File: config.mk
export PLATFORM = sky130hd
export DESIGN_NAME = sensor_level_encoder
export DESIGN_NICKNAME = d
export VERILOG_FILES = /design/src/rtl/sensor_level_encoder.sv
export SDC_FILE = /design/constraint.sdc
export NUM_CORES = 1
export LEC_CHECK = 0
export CAP_MARGIN = 0
export CORE_UTILIZATION = 25
export CTS_CLUSTER_SIZE = 40
export DETAILED_ROUTE_END_ITERATION = 10
export RECOVER_POWER = 50
export SYNTH_ARGS = -nofsm -noshare
export SYNTH_HDL_FRONTEND = slang
export SYNTH_SLANG_ARGS = --single-unit
File: constraint.sdc
create_clock -name clk -period 7.48 [get_ports clk]
set_clock_uncertainty 0.1 [all_clocks]
set_input_delay 1.496 -clock clk [delete_from_list [all_inputs] [get_ports clk]]
set_output_delay 1.496 -clock clk [all_outputs]
set_load 0.02 [all_outputs]
File: src/rtl/sensor_level_encoder.sv
// -----------------------------------------------------------------------------
// sensor_level_encoder
//   Converts raw per-sensor ADC samples (rain, seismic, wind, water level) into
//   committed 2-bit severity codes for the detection/priority/LED stage.
//   Each channel applies three rising thresholds, a downward hysteresis margin
//   below the threshold of its current level, and a persistence filter, so a
//   level only changes after PERSIST consecutive accepted samples agree on it.
//
//   Optional feature macro: FAST_ESCALATE_EN
//     defined   -> a candidate of 11 commits on its first accepted sample
//     undefined -> every change, escalation to 11 included, obeys PERSIST
//
// Ports
//   clk           in   rising-edge clock
//   rst_n         in   synchronous reset, active-low
//   sample_valid  in   all four *_smp inputs carry a new sample this cycle
//   rain_smp      in   raw rain-gauge sample      (SAMPLE_W)
//   seis_smp      in   raw seismometer sample     (SAMPLE_W)
//   wind_smp      in   raw anemometer sample      (SAMPLE_W)
//   lvl_smp       in   raw water-level sample     (SAMPLE_W)
//   r1,r0         out  committed rain level        (r1 = MSB)
//   s1,s0         out  committed seismic level
//   w1,w0         out  committed wind level
//   l1,l0         out  committed water-level level
//   level_change  out  one-cycle pulse when any channel commits a new level
// -----------------------------------------------------------------------------
module sensor_level_encoder #(
    parameter int unsigned SAMPLE_W = 8,
    parameter int unsigned TH1      = 64,
    parameter int unsigned TH2      = 128,
    parameter int unsigned TH3      = 192,
    parameter int unsigned HYST     = 8,
    parameter int unsigned PERSIST  = 4
) (
    input  logic                clk,
    input  logic                rst_n,
    input  logic                sample_valid,
    input  logic [SAMPLE_W-1:0] rain_smp,
    input  logic [SAMPLE_W-1:0] seis_smp,
    input  logic [SAMPLE_W-1:0] wind_smp,
    input  logic [SAMPLE_W-1:0] lvl_smp,
    output logic                r1,
    output logic                r0,
    output logic                s1,
    output logic                s0,
    output logic                w1,
    output logic                w0,
    output logic                l1,
    output logic                l0,
    output logic                level_change
);

    localparam int unsigned NCH   = 4;
    localparam int unsigned CNT_W = 4;

    localparam logic [CNT_W-1:0] PERSIST_C = CNT_W'(PERSIST);

    localparam logic [SAMPLE_W-1:0] TH1_C = SAMPLE_W'(TH1);
    localparam logic [SAMPLE_W-1:0] TH2_C = SAMPLE_W'(TH2);
    localparam logic [SAMPLE_W-1:0] TH3_C = SAMPLE_W'(TH3);

    // Hold-down thresholds for each committed level, clamped at zero.
    localparam logic [SAMPLE_W-1:0] LO1_C = SAMPLE_W'((TH1 > HYST) ? (TH1 - HYST) : 0);
    localparam logic [SAMPLE_W-1:0] LO2_C = SAMPLE_W'((TH2 > HYST) ? (TH2 - HYST) : 0);
    localparam logic [SAMPLE_W-1:0] LO3_C = SAMPLE_W'((TH3 > HYST) ? (TH3 - HYST) : 0);

    // Candidate level for one sample given the channel's committed level.
    function automatic logic [1:0] cand_level(input logic [SAMPLE_W-1:0] smp,
                                              input logic [1:0]          lvl);
        logic [SAMPLE_W-1:0] lo;
        logic                m1;
        logic                m2;
        logic                m3;
        case (lvl)
            2'd1:    lo = LO1_C;
            2'd2:    lo = LO2_C;
            2'd3:    lo = LO3_C;
            default: lo = '0;
        endcase
        // A threshold is met by the plain compare, or stays met through the
        // hysteresis band when it lies at or below the committed level.
        m1 = (smp >= TH1_C) || ((lvl >= 2'd1) && (smp >= lo));
        m2 = (smp >= TH2_C) || ((lvl >= 2'd2) && (smp >= lo));
        m3 = (smp >= TH3_C) || ((lvl == 2'd3) && (smp >= lo));
        return 2'(m1) + 2'(m2) + 2'(m3);
    endfunction

    logic [SAMPLE_W-1:0] smp     [NCH];
    logic [1:0]          level_q [NCH];
    logic [1:0]          level_d [NCH];
    logic [1:0]          pend_q  [NCH];
    logic [1:0]          pend_d  [NCH];
    logic [CNT_W-1:0]    cnt_q   [NCH];
    logic [CNT_W-1:0]    cnt_d   [NCH];
    logic [1:0]          cand    [NCH];
    logic [CNT_W-1:0]    cnt_inc [NCH];
    logic                fast    [NCH];
    logic                commit_c;
    logic                level_change_q;

    assign smp[0] = rain_smp;
    assign smp[1] = seis_smp;
    assign smp[2] = wind_smp;
    assign smp[3] = lvl_smp;

    // Per-channel candidate, persistence and commit decision.
    always_comb begin
        commit_c = 1'b0;
        for (int i = 0; i < NCH; i++) begin
            level_d[i] = level_q[i];
            pend_d[i]  = pend_q[i];
            cnt_d[i]   = cnt_q[i];
            cand[i]    = cand_level(smp[i], level_q[i]);
            cnt_inc[i] = cnt_q[i];
            fast[i]    = 1'b0;

            if (sample_valid) begin
`ifdef FAST_ESCALATE_EN
                fast[i] = (cand[i] == 2'd3) && (level_q[i] != 2'd3);
`endif
                if (cand[i] == level_q[i]) begin
                    cnt_d[i] = '0;
                end else begin
                    if (cand[i] == pend_q[i]) begin
                        // Saturate rather than wrap.
                        cnt_inc[i] = (cnt_q[i] >= PERSIST_C) ? cnt_q[i]
                                                              : CNT_W'(cnt_q[i] + 1'b1);
                    end else begin
                        pend_d[i]  = cand[i];
                        cnt_inc[i] = CNT_W'(1);
                    end

                    if ((cnt_inc[i] >= PERSIST_C) || fast[i]) begin
                        level_d[i] = pend_d[i];
                        cnt_d[i]   = '0;
                        commit_c   = 1'b1;
                    end else begin
                        cnt_d[i] = cnt_inc[i];
                    end
                end
            end
        end
    end

    // State registers with synchronous active-low reset.
    always_ff @(posedge clk) begin
        if (!rst_n) begin
            for (int i = 0; i < NCH; i++) begin
                level_q[i] <= 2'b00;
                pend_q[i]  <= 2'b00;
                cnt_q[i]   <= '0;
            end
            level_change_q <= 1'b0;
        end else begin
            for (int i = 0; i < NCH; i++) begin
                level_q[i] <= level_d[i];
                pend_q[i]  <= pend_d[i];
                cnt_q[i]   <= cnt_d[i];
            end
            level_change_q <= commit_c;
        end
    end

    assign r1 = level_q[0][1];
    assign r0 = level_q[0][0];
    assign s1 = level_q[1][1];
    assign s0 = level_q[1][0];
    assign w1 = level_q[2][1];
    assign w0 = level_q[2][0];
    assign l1 = level_q[3][1];
    assign l0 = level_q[3][0];
    assign level_change = level_change_q;

endmodule
# Word-level counts from Yosys, hierarchy flattened
# Memory sizes are Yosys's and may differ from the RTL's.
# Index checks and enable logic that the tools add are counted.
# op_classes
add_sub_neg	12
n_lt_le_gt_ge	32
n_eq_ne	20
n_mux	82
bitwise	12
n_reduce_logical	24
# op_table
cell	count
4-bit two-way mux	32
8-bit one-hot mux with 3 select lines	4
8-bit greater-or-equal comparator (second input constant)	8
2-bit two-way mux	32
4-bit by 3-bit greater-or-equal comparator with 1-bit output (second input constant)	8
8-bit by 7-bit greater-or-equal comparator with 1-bit output (second input constant)	4
8-bit greater-or-equal comparator	4
4-bit by 1-bit adder with 4-bit output (second input constant)	4
2-bit equality test	8
2-bit equality test (second input constant)	8
1-bit two-way mux	14
1-bit logical AND	12
1-bit logical OR	12
1-bit bitwise OR	12
1-bit by 1-bit adder with 2-bit output	4
2-bit by 1-bit adder with 2-bit output	4
2-bit by 1-bit equality test with 1-bit output (second input constant)	4
2-bit by 1-bit greater-or-equal comparator with 1-bit output (second input constant)	4
2-bit greater-or-equal comparator (second input constant)	4
# word_totals
reg_bits	1
ram_bits	32
input_bits	35
elab_cells	186
memories	3
# mem_list
memory	words	word_bits	read_ports	rd_ports_with_merged_regs	write_ports	line	text
cnt_q	4	4	4	0	4	93	logic [CNT_W-1:0] cnt_q [NCH];
level_q	4	2	4	0	4	89	logic [1:0] level_q [NCH];
pend_q	4	2	4	0	4	91	logic [1:0] pend_q [NCH];

# Depth between registers and ports, before layout
# An unclocked memory read counts as a cell.
# depth
ltp_word	25
mapped_depth	13

# Worst setup path after synthesis
# No wires, ideal clock.
# synth_path
path_type	input-to-reg
start	in rain_smp[3]
end	reg level_change_q (netlist: level_change)
t_arrival_ps	3816
setup_slack_ps	3442
stages	11
path_buffers	0
path_cell_list	inv_1 ha_1 nor4b_1 o211ai_1 a21oi_1 o21ai_0 fa_1 xnor2_1 nor3_1 and2_4 o311a_1
# synth_between
elab_chain_cells	22
word_cells_on_any_way	30
# synth_lines
item	line	text
start, declared	38	input logic [SAMPLE_W-1:0] rain_smp,
8-bit greater-or-equal comparator	82, 83, 84	
1-bit logical AND, on equally long branches	82, 83	
1-bit logical OR, on equally long branches	82, 83	
1-bit by 1-bit adder with 2-bit output	85	return 2'(m1) + 2'(m2) + 2'(m3);
2-bit by 1-bit adder with 2-bit output *	85	
2-bit equality test	124	if (cand[i] == pend_q[i]) begin
4-bit two-way mux	124	
4-bit two-way mux	121	if (cand[i] == level_q[i]) begin
[... 6 more ...]	--	
1-bit two-way mux	121	
1-bit two-way mux *	117	if (sample_valid) begin
1-bit two-way mux	133	if ((cnt_inc[i] >= PERSIST_C) || fast[i]) begin
1-bit two-way mux	121	
1-bit two-way mux *	117	
1-bit two-way mux	133	
1-bit two-way mux	121	
1-bit two-way mux *	117	
end signal, assigned	160	level_change_q <= commit_c;
end, declared	99	logic level_change_q;
# Mark *: on every way between the ends. The rest lies on a longest branch, timed or not. The select of a mux whose other input is x is not followed.
# A chain may end at the register's enable or synchronous reset.

==> results.md <==
* Finish-stage setup viols at 0
* Number of buffers between clock root and the deepest sink at 2
* HPWL reported at the end of detailed placement at 3.461 mm
* Share of synthesized cell area in and, or, nand and nor gates at 21.85%
* Share of the core filled with cells in the final layout at 32.73%
* First-pass GRT wire length at 7.465 mm
* Placement Rows at 34
* Status: completed
* Post-synth top flop: sky130_fd_sc_hd__dfxtp_1
* Number of antenna repair diodes at 0
* Via count at 1963
* Fraction of synthesized cell area in xor and xnor cells at 6.644%
* Top Ports at 44
* Number of enable-type register cells in the synthesized netlist at 0
* Peak supply drop at 0.00006234 V
* Register area share after synthesis at 29.73%
* Post-Syn Instances at 264
* Cell type with the largest total area after synthesis: sky130_fd_sc_hd__dfxtp_1
* Total standard cell area after synthesis at 2222 um^2
* Fraction of registers with async set or reset after synthesis at 0%
* Routed WL at 4.582 mm
* Placed cell count at 408
* Antenna Violating Nets Remaining at 0
* Distinct cell type count of the synthesized netlist at 44
* Overall track demand over capacity in global routing at 10.20%
* Cell chosen for the clock root: sky130_fd_sc_hd__clkbuf_8
* Period Utilization, post-route at 64.05%
* Sum Neg Setup Slack at 0 ns
* CTS clk-pin slew, worst paths at 0.07 ns
* Die area at 9270 um^2
* Wire per inst at 11.01 um
* Kind of end point of the critical path: flip-flop
* Kind of launch point of the worst setup path: input pin
* Power density over the cells at 148.3 nW/um^2
* Hold-fix buffers at CTS at 0
* Tightest Hold Check Type: reg -> reg
* Most frequent cells in the layout: 33 x sky130_fd_sc_hd__dfxtp_1, 31 x sky130_fd_sc_hd__clkdlybuf4s50_1, 24 x sky130_fd_sc_hd__nand2_1, 24 x sky130_fd_sc_hd__ha_1, 22 x sky130_fd_sc_hd__nor2_1
* Yosys synthesis warning count at 0
* Cell area after layout at 2840 um^2
* Arithmetic-cell share of the synthesized area counting full adders, half adders and majority gates at 17.12%
* Worst Path Required at 7.51 ns
* Initial drt markers at 37
* TritonCTS clock tree: done
* Critical path fanouts, max at 9
* H-tree depth reported by CTS at 2
* Largest family of logic cells by synthesized area: simple AND/OR/NAND/NOR gates
* Routability cong. at 0.7833
* Post-DR vias/cell at 4.719
* Multiplexer area fraction after synthesis at 0%
* Setup repair after global routing missed its margin: false
* Area overhead of the layout relative to synthesis at 27.82%
* Syn Area/Cell at 8.417 um^2
* Maxcap violations at 0
* Area of the core at 8678 um^2
* Number of global-route vias before repair at 1738
* DRC violations left at 0
* Setup CP Type: in -> reg
* Layout cell share with drive strength beyond 1 at 4.221%
* Sink count of the clock tree at 33
* Clock network latency to the later pin of the worst-skew pair at 0.28 ns
* Synth area leaders: sky130_fd_sc_hd__dfxtp_1 30%, sky130_fd_sc_hd__ha_1 14%, sky130_fd_sc_hd__a21oi_1 4.5%, sky130_fd_sc_hd__a211oi_1 4.1%, sky130_fd_sc_hd__nand2_1 4.1%
* Antenna violations before repair at 0
* Most frequent standard cell in the layout excluding fill and tap cells: sky130_fd_sc_hd__dfxtp_1
* Compound-cell area share of the yosys netlist at 21.11%
* Tightest slew margin relative to the limit at 41.46%
* Number of buffers inserted by port buffering at 43
* Die outline height at 96.28 um
* Post-cts resize count at 0
* Number of non-filler instances in the completed layout at 416
* Arrival time worst endpoint at 4.82 ns
* Final Max Tran Viols at 0
* Post-layout power at 421.2 uW
* Max Fclk at 0.2087 GHz
* Filler cell count in the final layout at 928
* Seq cells post-synth at 33
* Share of the synthesized area in the top cell type at 29.73%
* Maximum number of pins on one net before global-route repair at 23
* First-pass detailed-route iteration total at 4
* Synthesized net count at 327
* Starting density of the core at 25.61%
* Floorplan die width at 96.28 um
* Final critical-path required period at 4.791 ns
* Final-stage net count at 370
* Transition at the pin with the smallest max-transition slack at 0.8703 ns
* Overflow after GRT at 0
* Post-CTS Setup Repair Bufs at 0
* Area of placed instances at 2758 um^2
* Static leakage at 1.114 nW
* Final Hold Viols at 0
* Number of CTS-inserted buffers at 5
==> worst max-delay path, cell delays in order <==
cell	delay, ns
sky130_fd_sc_hd__clkdlybuf4s50_1	0.45
sky130_fd_sc_hd__inv_1	0.04
sky130_fd_sc_hd__ha_1	0.25
sky130_fd_sc_hd__nor4b_1	0.23
sky130_fd_sc_hd__o211ai_1	0.12
sky130_fd_sc_hd__a21oi_1	0.21
sky130_fd_sc_hd__o21ai_0	0.17
sky130_fd_sc_hd__fa_1	0.60
sky130_fd_sc_hd__xor2_2	0.18
sky130_fd_sc_hd__a21boi_0	0.69
sky130_fd_sc_hd__and2_4	0.31
sky130_fd_sc_hd__a211oi_1	0.07
==> sequential cells by signal, indices dropped and copies added, names as in the netlist <==
register / cells
pend_q: 8
level_q: 8
cnt_q: 16
level_change: 1
==> worst paths after layout <==
check	start	endpoint	slack, ns	cells after the start
max reg2reg	level_q[0][1]$_SDFFE_PN0P_	level_q[0][0]$_SDFFE_PN0P_	3.68	12
min	cnt_q[3][1]$_SDFFE_PN0P_	cnt_q[3][1]$_SDFFE_PN0P_	0.37	2
max	rain_smp[3]	level_q[0][0]$_SDFFE_PN0P_	2.69	12
min reg2reg	cnt_q[3][1]$_SDFFE_PN0P_	cnt_q[3][1]$_SDFFE_PN0P_	0.37	2
==> routing by layer <==
layer,vias up,track usage (%),wire length (um)
li1,1037,-,-
met1,890,12.18,2246
met2,34,17.67,2114
met3,2,2.370,176
met4,0,3.731,44
met5,-,0,0
==> per-stage QoR <==
stage,setup slack [ns],hold WS [ns]
2_1_floorplan,3.442,0.3291
3_3_place_gp,2.658,0.3522
3_5_place_dp,2.662,0.3549
4_1_cts,2.971,0.3711
5_1_grt,2.473,0.4001
6_report,2.689,0.3686
==> kinds of logic (layout without fill, tap and decap cells) <==
family                     Yosys count  count (layout)
and+or+nand+nor                     95              95
AOI/OAI and AO/OA                   72              72
DFF                                 33              33
adders and majority gates           28              28
buffers and inverters               20              64
xor gates and xnor gates            16              16
==> power breakdown <==
group          internal, mW  switching (mW)  total [mW]
clock                0.0641          0.0647       0.129
combinational        0.0493          0.0532       0.102
sequential            0.184         0.00573       0.190
==> synthesized netlist by cell type (4+ instances only) <==
cell type	count
sky130_fd_sc_hd__nor2_1	22
sky130_fd_sc_hd__and2_1	8
sky130_fd_sc_hd__a211oi_1	12
sky130_fd_sc_hd__clkbuf_1	4
sky130_fd_sc_hd__nor3_1	5
sky130_fd_sc_hd__ha_1	24
sky130_fd_sc_hd__xor2_1	7
sky130_fd_sc_hd__dfxtp_1	33
sky130_fd_sc_hd__inv_1	13
sky130_fd_sc_hd__nor4b_1	4
sky130_fd_sc_hd__fa_1	4
sky130_fd_sc_hd__nand2_1	24
sky130_fd_sc_hd__xnor2_1	8
sky130_fd_sc_hd__o21ai_0	11
sky130_fd_sc_hd__a21oi_1	20
sky130_fd_sc_hd__nand2b_1	11
sky130_fd_sc_hd__a31oi_1	7
==> layout make-up <==
class                      instances  area [um^2]  area share [%]
timing repair buffer              43        430.4           15.15
multi-input combinational        211         1479           52.07
inverter                          13        48.80           1.718
sequential                        33        660.6           23.26
clock buffer                       5        68.82           2.423
tap                              108        135.1           4.758
clock inverter                     3        17.52          0.6167
No activity file was read; power rests on OpenSTA's default activity.
